==> src/rtl/servant_arb_pkg.sv <==
// Shared types and constants for the servant two-master Wishbone arbiter.
// State encodings double as the one-hot grant vector.
package servant_arb_pkg;

  typedef enum logic [1:0] {
    IDLE = 2'b00,
    GNT0 = 2'b01,
    GNT1 = 2'b10
  } arb_state_e;

  localparam logic [1:0] GRANT_NONE = 2'b00;
  localparam logic [1:0] GRANT_M0   = 2'b01;
  localparam logic [1:0] GRANT_M1   = 2'b10;

  localparam logic [31:0] TIMEOUT_RDT = 32'hFFFF_FFFF;

endpackage

==> src/rtl/servant_arb_rr.sv <==
// Two-input pick: round-robin (pointer favours the master not granted last)
// or fixed priority with master 0 winning ties. o_win is one-hot, 00 = none.
module servant_arb_rr
  import servant_arb_pkg::*;
(
  input  logic       i_clk,
  input  logic       i_rst_n,
  input  logic [1:0] i_req,
  input  logic       i_adv,
  input  logic       i_adv_id,
  input  logic       i_rr_mode,
  output logic [1:0] o_win
);

  // ptr_q = 1 means master 1 has priority on the next tie
  logic ptr_q;
  logic ptr_d;

  always_comb begin
    ptr_d = ptr_q;
    if (i_adv) ptr_d = ~i_adv_id;
  end

  always_ff @(posedge i_clk) begin
    if (!i_rst_n) ptr_q <= 1'b0;
    else          ptr_q <= ptr_d;
  end

  always_comb begin
    o_win = GRANT_NONE;
    case (i_req)
      2'b01:   o_win = GRANT_M0;
      2'b10:   o_win = GRANT_M1;
      2'b11:   o_win = (i_rr_mode && ptr_q) ? GRANT_M1 : GRANT_M0;
      default: o_win = GRANT_NONE;
    endcase
  end

endmodule

==> src/rtl/servant_arbiter.sv <==
// Two-master, one-slave Wishbone arbiter for the servant data bus.
// Optional watchdog enabled by defining SERVANT_ARB_TIMEOUT_EN.
module servant_arbiter
  import servant_arb_pkg::*;
#(
  parameter bit ROUND_ROBIN = 1'b1,
  parameter int TIMEOUT_W   = 8
) (
  input  logic        i_clk,
  input  logic        i_rst_n,
  input  logic [31:0] i_wb_m0_adr,
  input  logic [31:0] i_wb_m0_dat,
  input  logic [3:0]  i_wb_m0_sel,
  input  logic        i_wb_m0_we,
  input  logic        i_wb_m0_cyc,
  output logic [31:0] o_wb_m0_rdt,
  output logic        o_wb_m0_ack,
  input  logic [31:0] i_wb_m1_adr,
  input  logic [31:0] i_wb_m1_dat,
  input  logic [3:0]  i_wb_m1_sel,
  input  logic        i_wb_m1_we,
  input  logic        i_wb_m1_cyc,
  output logic [31:0] o_wb_m1_rdt,
  output logic        o_wb_m1_ack,
  output logic [31:0] o_wb_s_adr,
  output logic [31:0] o_wb_s_dat,
  output logic [3:0]  o_wb_s_sel,
  output logic        o_wb_s_we,
  output logic        o_wb_s_cyc,
  input  logic [31:0] i_wb_s_rdt,
  input  logic        i_wb_s_ack,
  output logic [1:0]  o_grant,
  output logic        o_err
);

  arb_state_e state_q;
  arb_state_e state_d;

  logic       gnt0;
  logic       gnt1;
  logic       owned;
  logic       own_cyc;
  logic       tmo_fire;
  logic       done;
  logic [1:0] arb_req;
  logic [1:0] win;

  assign gnt0    = (state_q == GNT0);
  assign gnt1    = (state_q == GNT1);
  assign owned   = gnt0 | gnt1;
  assign own_cyc = (gnt0 & i_wb_m0_cyc) | (gnt1 & i_wb_m1_cyc);
  assign done    = (owned & i_wb_s_ack) | tmo_fire;

  // After a completed beat in RR mode only the other master may be chained.
  always_comb begin
    arb_req = {i_wb_m1_cyc, i_wb_m0_cyc};
    if (ROUND_ROBIN) begin
      if (gnt0) arb_req = {i_wb_m1_cyc, 1'b0};
      if (gnt1) arb_req = {1'b0, i_wb_m0_cyc};
    end
  end

  servant_arb_rr u_rr (
    .i_clk     (i_clk),
    .i_rst_n   (i_rst_n),
    .i_req     (arb_req),
    .i_adv     (done),
    .i_adv_id  (gnt1),
    .i_rr_mode (ROUND_ROBIN),
    .o_win     (win)
  );

  always_comb begin
    state_d = state_q;
    case (state_q)
      IDLE:       state_d = arb_state_e'(win);
      GNT0, GNT1: begin
        if (done)          state_d = arb_state_e'(win);
        else if (!own_cyc) state_d = IDLE;
      end
      default:    state_d = IDLE;
    endcase
  end

  always_ff @(posedge i_clk) begin
    if (!i_rst_n) state_q <= IDLE;
    else          state_q <= state_d;
  end

`ifdef SERVANT_ARB_TIMEOUT_EN
  localparam logic [TIMEOUT_W-1:0] CNT_FIRE = {{(TIMEOUT_W-1){1'b1}}, 1'b0};

  logic [TIMEOUT_W-1:0] cnt_q;
  logic [TIMEOUT_W-1:0] cnt_d;
  logic                 err_q;
  logic                 err_d;

  // Fires in the cycle the counter would reach all-ones: the 2**W-1'th wait.
  assign tmo_fire = own_cyc & ~i_wb_s_ack & (cnt_q == CNT_FIRE);

  always_comb begin
    cnt_d = '0;
    if (own_cyc && !i_wb_s_ack && !tmo_fire) cnt_d = cnt_q + 1'b1;
    err_d = err_q | tmo_fire;
  end

  always_ff @(posedge i_clk) begin
    if (!i_rst_n) begin
      cnt_q <= '0;
      err_q <= 1'b0;
    end else begin
      cnt_q <= cnt_d;
      err_q <= err_d;
    end
  end

  assign o_err = err_q;
`else
  logic unused_timeout_w;
  assign unused_timeout_w = TIMEOUT_W[0];
  assign tmo_fire         = 1'b0;
  assign o_err            = 1'b0;
`endif

  assign o_wb_s_adr = gnt1 ? i_wb_m1_adr : i_wb_m0_adr;
  assign o_wb_s_dat = gnt1 ? i_wb_m1_dat : i_wb_m0_dat;
  assign o_wb_s_sel = gnt1 ? i_wb_m1_sel : i_wb_m0_sel;
  assign o_wb_s_we  = gnt1 ? i_wb_m1_we  : i_wb_m0_we;
  // Reset drops the slave cycle and swallows any ack in the same cycle.
  assign o_wb_s_cyc = i_rst_n & own_cyc;

  assign o_wb_m0_ack = i_rst_n & gnt0 & (i_wb_s_ack | tmo_fire);
  assign o_wb_m1_ack = i_rst_n & gnt1 & (i_wb_s_ack | tmo_fire);
  assign o_wb_m0_rdt = (gnt0 & tmo_fire) ? TIMEOUT_RDT : i_wb_s_rdt;
  assign o_wb_m1_rdt = (gnt1 & tmo_fire) ? TIMEOUT_RDT : i_wb_s_rdt;

  assign o_grant = state_q;

endmodule

==> config.mk <==
export PLATFORM = sky130hd
export DESIGN_NAME = servant_arbiter
export DESIGN_NICKNAME = d
export VERILOG_FILES = /design/src/rtl/servant_arb_pkg.sv /design/src/rtl/servant_arb_rr.sv /design/src/rtl/servant_arbiter.sv
export SDC_FILE = /design/constraint.sdc
export NUM_CORES = 1
export LEC_CHECK = 0
export ABC_AREA = 1
export BUFFER_PORTS_ARGS = -buffer_cell sky130_fd_sc_hd__clkbuf_2
export CAP_MARGIN = 10
export CORE_AREA = 5 5 118 120
export CTS_CLUSTER_DIAMETER = 120
export DETAILED_ROUTE_END_ITERATION = 8
export DIE_AREA = 0 0 123 125
export PLACE_DENSITY_LB_ADDON = 0.05
export SLEW_MARGIN = 30
export SYNTH_ARGS = -nofsm -noshare
export SYNTH_HDL_FRONTEND = slang
export SYNTH_SLANG_ARGS = --single-unit
export TNS_END_PERCENT = 5
==> constraint.sdc <==
create_clock -name i_clk -period 1.55 [get_ports i_clk]
set_clock_uncertainty 0.15 [all_clocks]
set_input_delay 0.31 -clock i_clk [delete_from_list [all_inputs] [get_ports i_clk]]
set_output_delay 0.31 -clock i_clk [all_outputs]
set_load 0.05 [all_outputs]
# After elaboration in Yosys (flattened, before gate mapping)
# Index checks and enable logic that the tools add are counted.
dict set report classes {
  eq_ne 6
  muxes 11
  n_bitwise 11
  reduce_logical 2
}
# cell count
set op_table {}
lappend op_table {{$mux W32} 2}
lappend op_table {{$and A1 B1 Y1} 8}
lappend op_table {{$mux W2} 4}
lappend op_table {{$eq A2 B2 Y1 const B} 3}
lappend op_table {{$pmux W2 S3} 1}
lappend op_table {{$eq A2 B1 Y1 const B} 2}
lappend op_table {{$mux W4} 1}
lappend op_table {{$pmux W2 S2} 1}
lappend op_table {{$ne A3 B3 Y1 const B} 1}
lappend op_table {{$logic_not A2 Y1} 1}
lappend op_table {{$mux W1} 2}
lappend op_table {{$or A1 B1 Y1} 2}
lappend op_table {{$reduce_or A2 Y1} 1}
lappend op_table {{$not A1 Y1} 1}
dict set report word_totals {
  reg_bits 3
  output_inout_bits 139
  elab_cells 32
}

# Logic depth before layout (Yosys ltp)
dict set report logic_depth {
  depth_word 7
  mapped_depth 10
}

# By module
# Synthesis repeated with hierarchy kept, for this count alone.
dict set report unflattened {
  cells_unflattened 347
  hier_area_um2 1690.4
}
# mod n_inst cells_each area_per_inst_um2
set by_module_without_submodules {}
lappend by_module_without_submodules {servant_arbiter 1 333 1620.3}
lappend by_module_without_submodules {servant_arb_rr 1 14 70.1}

# Worst setup path after synthesis
# No wires, ideal clock.
dict set report synth_path {
  path_type {reg-to-output}
  start {register state_q[1], in the netlist o_grant[1]}
  end {output port o_wb_m1_ack}
  t_arrival_ns 1.977
  required_time_ns 1.090
  setup_slack_ns -0.887
  path_stages_with_launch 7
  path_cell_list {dfxtp_1 > ha_1 > buf_6 > inv_4 > buf_6 > buf_6 > nor3_2}
}
dict set report synth_between {
  elab_chain_cells 3
}
# item line_no
set synth_rtl {}
lappend synth_rtl {{start: declaration} servant_arbiter.sv:36} ;# arb_state_e state_q;
lappend synth_rtl {{start signal: assignment} servant_arbiter.sv:87} ;# else state_q <= state_d;
lappend synth_rtl {{$eq A2 B2 Y1} servant_arbiter.sv:49} ;# assign gnt1 = (state_q == GNT1);
lappend synth_rtl {{$and A1 B1 Y1 (2 in a row)} servant_arbiter.sv:133} ;# assign o_wb_m1_ack = i_rst_n & gnt1 & (i_wb_s_ack | tmo_fire);
lappend synth_rtl {{end: declaration} servant_arbiter.sv:24} ;# output logic o_wb_m1_ack,
# Every way passes these cells.

# Worst setup path after layout
dict set report layout_path {
  start {register state_q[0], in the netlist o_grant[0]}
  end {output port o_wb_m1_ack}
}
# The elaborated chain is that of the path after synthesis.

==> impl_metrics.py <==
metrics = {
    "outcome": {
        "status": "finished, violations left",
        "violations": "setup timing",
    },
    "cells_and_area": {
        "drive_gt1_share_pct": 51.6,
        "regArea_sq_um": 67.6,
        "layout_commonest_cell": "nand2_1",
        "area_growth_pct": 124,
        "nNetsFinal": 670,
        "final_cell_mix": "211 x nand2_1, 144 x clkbuf_2, 50 x buf_12, 21 x clkbuf_8",
        "n_antenna_cell": 0,
        "multiInputGateArea_sq_mm": 0.00105,
        "fill_cells": 1399,
        "instances_no_fill": 666,
        "fin_util_pct": 28.5,
    },
    "synthesis": {
        "yosysUniqueCellTypes": 15,
        "ys_async_sr_fraction_pct": 0,
        "syn_area_sq_mm": 0.00164,
        "ys_ff_latch": 3,
        "synth-edff-count": 0,
        "synthFlopType": "dfxtp_1",
        "synthesis.nets": 514,
        "postSynthAreaPerCell_sq_um": 4.90,
        "synthCells": 335,
        "yosysWarningCount": 0,
        "seq_area_frac_synth_pct": 3.66,
    },
    "die": {
        "core_area_sq_mm": 0.0129,
        "die_w_um": 123,
        "die_area_sq_mm": 0.0154,
        "io_pins": 314,
        "die_y_um": 125,
        "rows": 42,
        "initial_core_util_pct": 12.7,
    },
    "critical_path": {
        "r2r-end": "o_grant[0]",
        "critPathLaunchType": "register",
        "cp.arrival_ns": 1.46,
        "critPathRequiredTime_ns": 1.09,
        "path_class": "register to output pin",
        "crit_fanout": 14,
        "worstRegToRegCells": 10,
        "worstReg2RegStart": "o_grant[0]",
        "rrSetupSlack_ns": 0.03,
        "cp-end-kind": "output pin",
    },
    "worst_hold_path": {
        "holdPathStages": 3,
        "worstHoldPathType": "input pin to register",
        "worstHoldStart": "i_rst_n",
        "holdPathEnd": "o_grant[1]",
    },
    "placed_design": {
        "dp.cells": 660,
        "place_congestion": 0.714,
        "post-dp-hpwl_mm": 6.80,
        "io_buffers": 216,
    },
    "sta": {
        "fin_ws_ns": -0.366,
        "finalSetupViolCount": 72,
        "finalHoldViolCount": 0,
        "max_freq_mhz": 522,
        "final_max_slew_viol_count": 0,
        "rsz0062_at_grt": "yes",
        "fin_crit_ns": 1.92,
        "fin_crit_sh_pct": 124,
    },
    "clock_tree": {
        "cts.htree.levels": 1,
        "cts_root_buf": "clkbuf_16",
        "cts_tree": "built",
        "clkLatencyLatePin_ns": 0.23,
        "clk_pin_slew_ns": 0.03,
        "cts.path.max_buffers": 2,
        "clock_sinks": 3,
        "numCtsBuffers": 3,
    },
    "detailed_routing": {
        "first_iter_violations": 24,
        "first_pass_iters": 4,
        "remaining_drc_errors": 0,
        "avgRoutedWirePerCell_um": 12.4,
        "vias_per_cell": 3.55,
        "vias": 2367,
        "wl_mm": 8.23,
        "ant_nets": 0,
    },
    "run": {
        "maxCapViolations": 0,
    },
    "grt": {
        "grt_pass1_vias": 2432,
        "grt_pass1_wl_mm": 11.6,
        "grt_usage_pct": 9.60,
        "overflow": 0,
        "antenna_found_initial": 0,
        "grt_max_degree": 27,
    },
    "power": {
        "ir_drop_mv": 0.228,
        "power_mw": 2.95,
        "power_density_mw_per_mm2": 803,
        "power_leakage_nw": 2.13,
    },
}
worst max path at each step:
stage                     slack (ns)              to       start
after floorplan                -0.41  o_wb_s_adr[15]  o_grant[0]
after global placement         -0.16  o_wb_s_adr[21]  o_grant[0]
after detailed placement       -0.17  o_wb_s_adr[21]  o_grant[0]
after CTS                      -0.40  o_wb_s_dat[13]  o_grant[0]
after global routing           -0.44      o_wb_s_cyc  o_grant[0]
final                          -0.37     o_wb_m1_ack  o_grant[0]
final cells by class:
class / count / area share (%)
repair buffers: 232 / 59.9
multi-input cells: 240 / 28.7
well taps: 176 / 6.00
clock buffers: 4 / 2.15
flip-flops and latches: 3 / 1.84
inverters: 11 / 1.33
cell usage after synthesis, types with 2 or more instances:
cell type | instances | area, sq um
a21oi_1 | 2 | 10.0
buf_2 | 7 | 35.0
buf_4 | 66 | 495
buf_6 | 3 | 33.8
clkbuf_1 | 5 | 18.8
dfxtp_1 | 3 | 60.1
ha_1 | 4 | 50.1
inv_1 | 10 | 37.5
nand2_1 | 219 | 822
nand3_1 | 5 | 25.0
nor2_1 | 6 | 22.5
o21ai_0 | 2 | 10.0
registers in the layout, summed over array words and instances, names as in the netlist:
signal,count
u_rr.ptr_q,1
o_grant,2
timing repair:
item	4_1_cts	5_1_grt
pin swaps	1	0
buffers inserted	0	0
gates resized for setup	53	14
hold buffers	0	0
gates cloned	1	1
endpoints found under the setup margin	73	75
logic make-up after synthesis:
family	synth area share, %
other	0.229
AO/OA/AOI/OAI	1.22
AND/OR/NAND/NOR	53.6
adder cells (fa/ha/maj)	3.05
buffers and inverters	38.2
flip-flops	3.66
where the power goes:
part | internal [mW] | leakage, nW | switching, mW
registers | 0.0880 | 0.0260 | 0.00929
logic | 1.05 | 2.06 | 1.37
clock network | 0.341 | 0.0382 | 0.0843
metrics by stage:
| step | worst slack [ns] | TNS, ns | cell area, sq um | hold WS (ns) |
|---|---|---|---|---|
| 6_report | -0.366 | -23.20 | 3670 | 0.186 |
| 5_1_grt | -0.437 | -28.17 | 3670 | 0.222 |
| 4_1_cts | -0.397 | -25.23 | 3600 | 0.184 |
| 3_5_place_dp | -0.173 | -7.28 | 3280 | 0.315 |
| 3_3_place_gp | -0.158 | -6.46 | 3280 | 0.328 |
| 2_1_floorplan | -0.406 | -27.48 | 1730 | 0.273 |
per-layer routing:
| layer | vias up | wire length (um) | track usage, % |
|---|---|---|---|
| li1 | 1237 | - | - |
| met1 | 976 | 2680 | 8.58 |
| met2 | 135 | 4500 | 19.7 |
| met3 | 19 | 833 | 2.26 |
| met4 | 0 | 214 | 3.97 |
| met5 | - | 0 | 0 |
worst max-delay path, stage by stage (launching register included):
cell	delay, ns
dfxtp_4	0.34
inv_4	0.06
ha_4	0.21
inv_6	0.08
buf_12	0.15
nor3_4	0.21
buf_12	0.17
No activity file was read; power rests on OpenSTA's default activity.
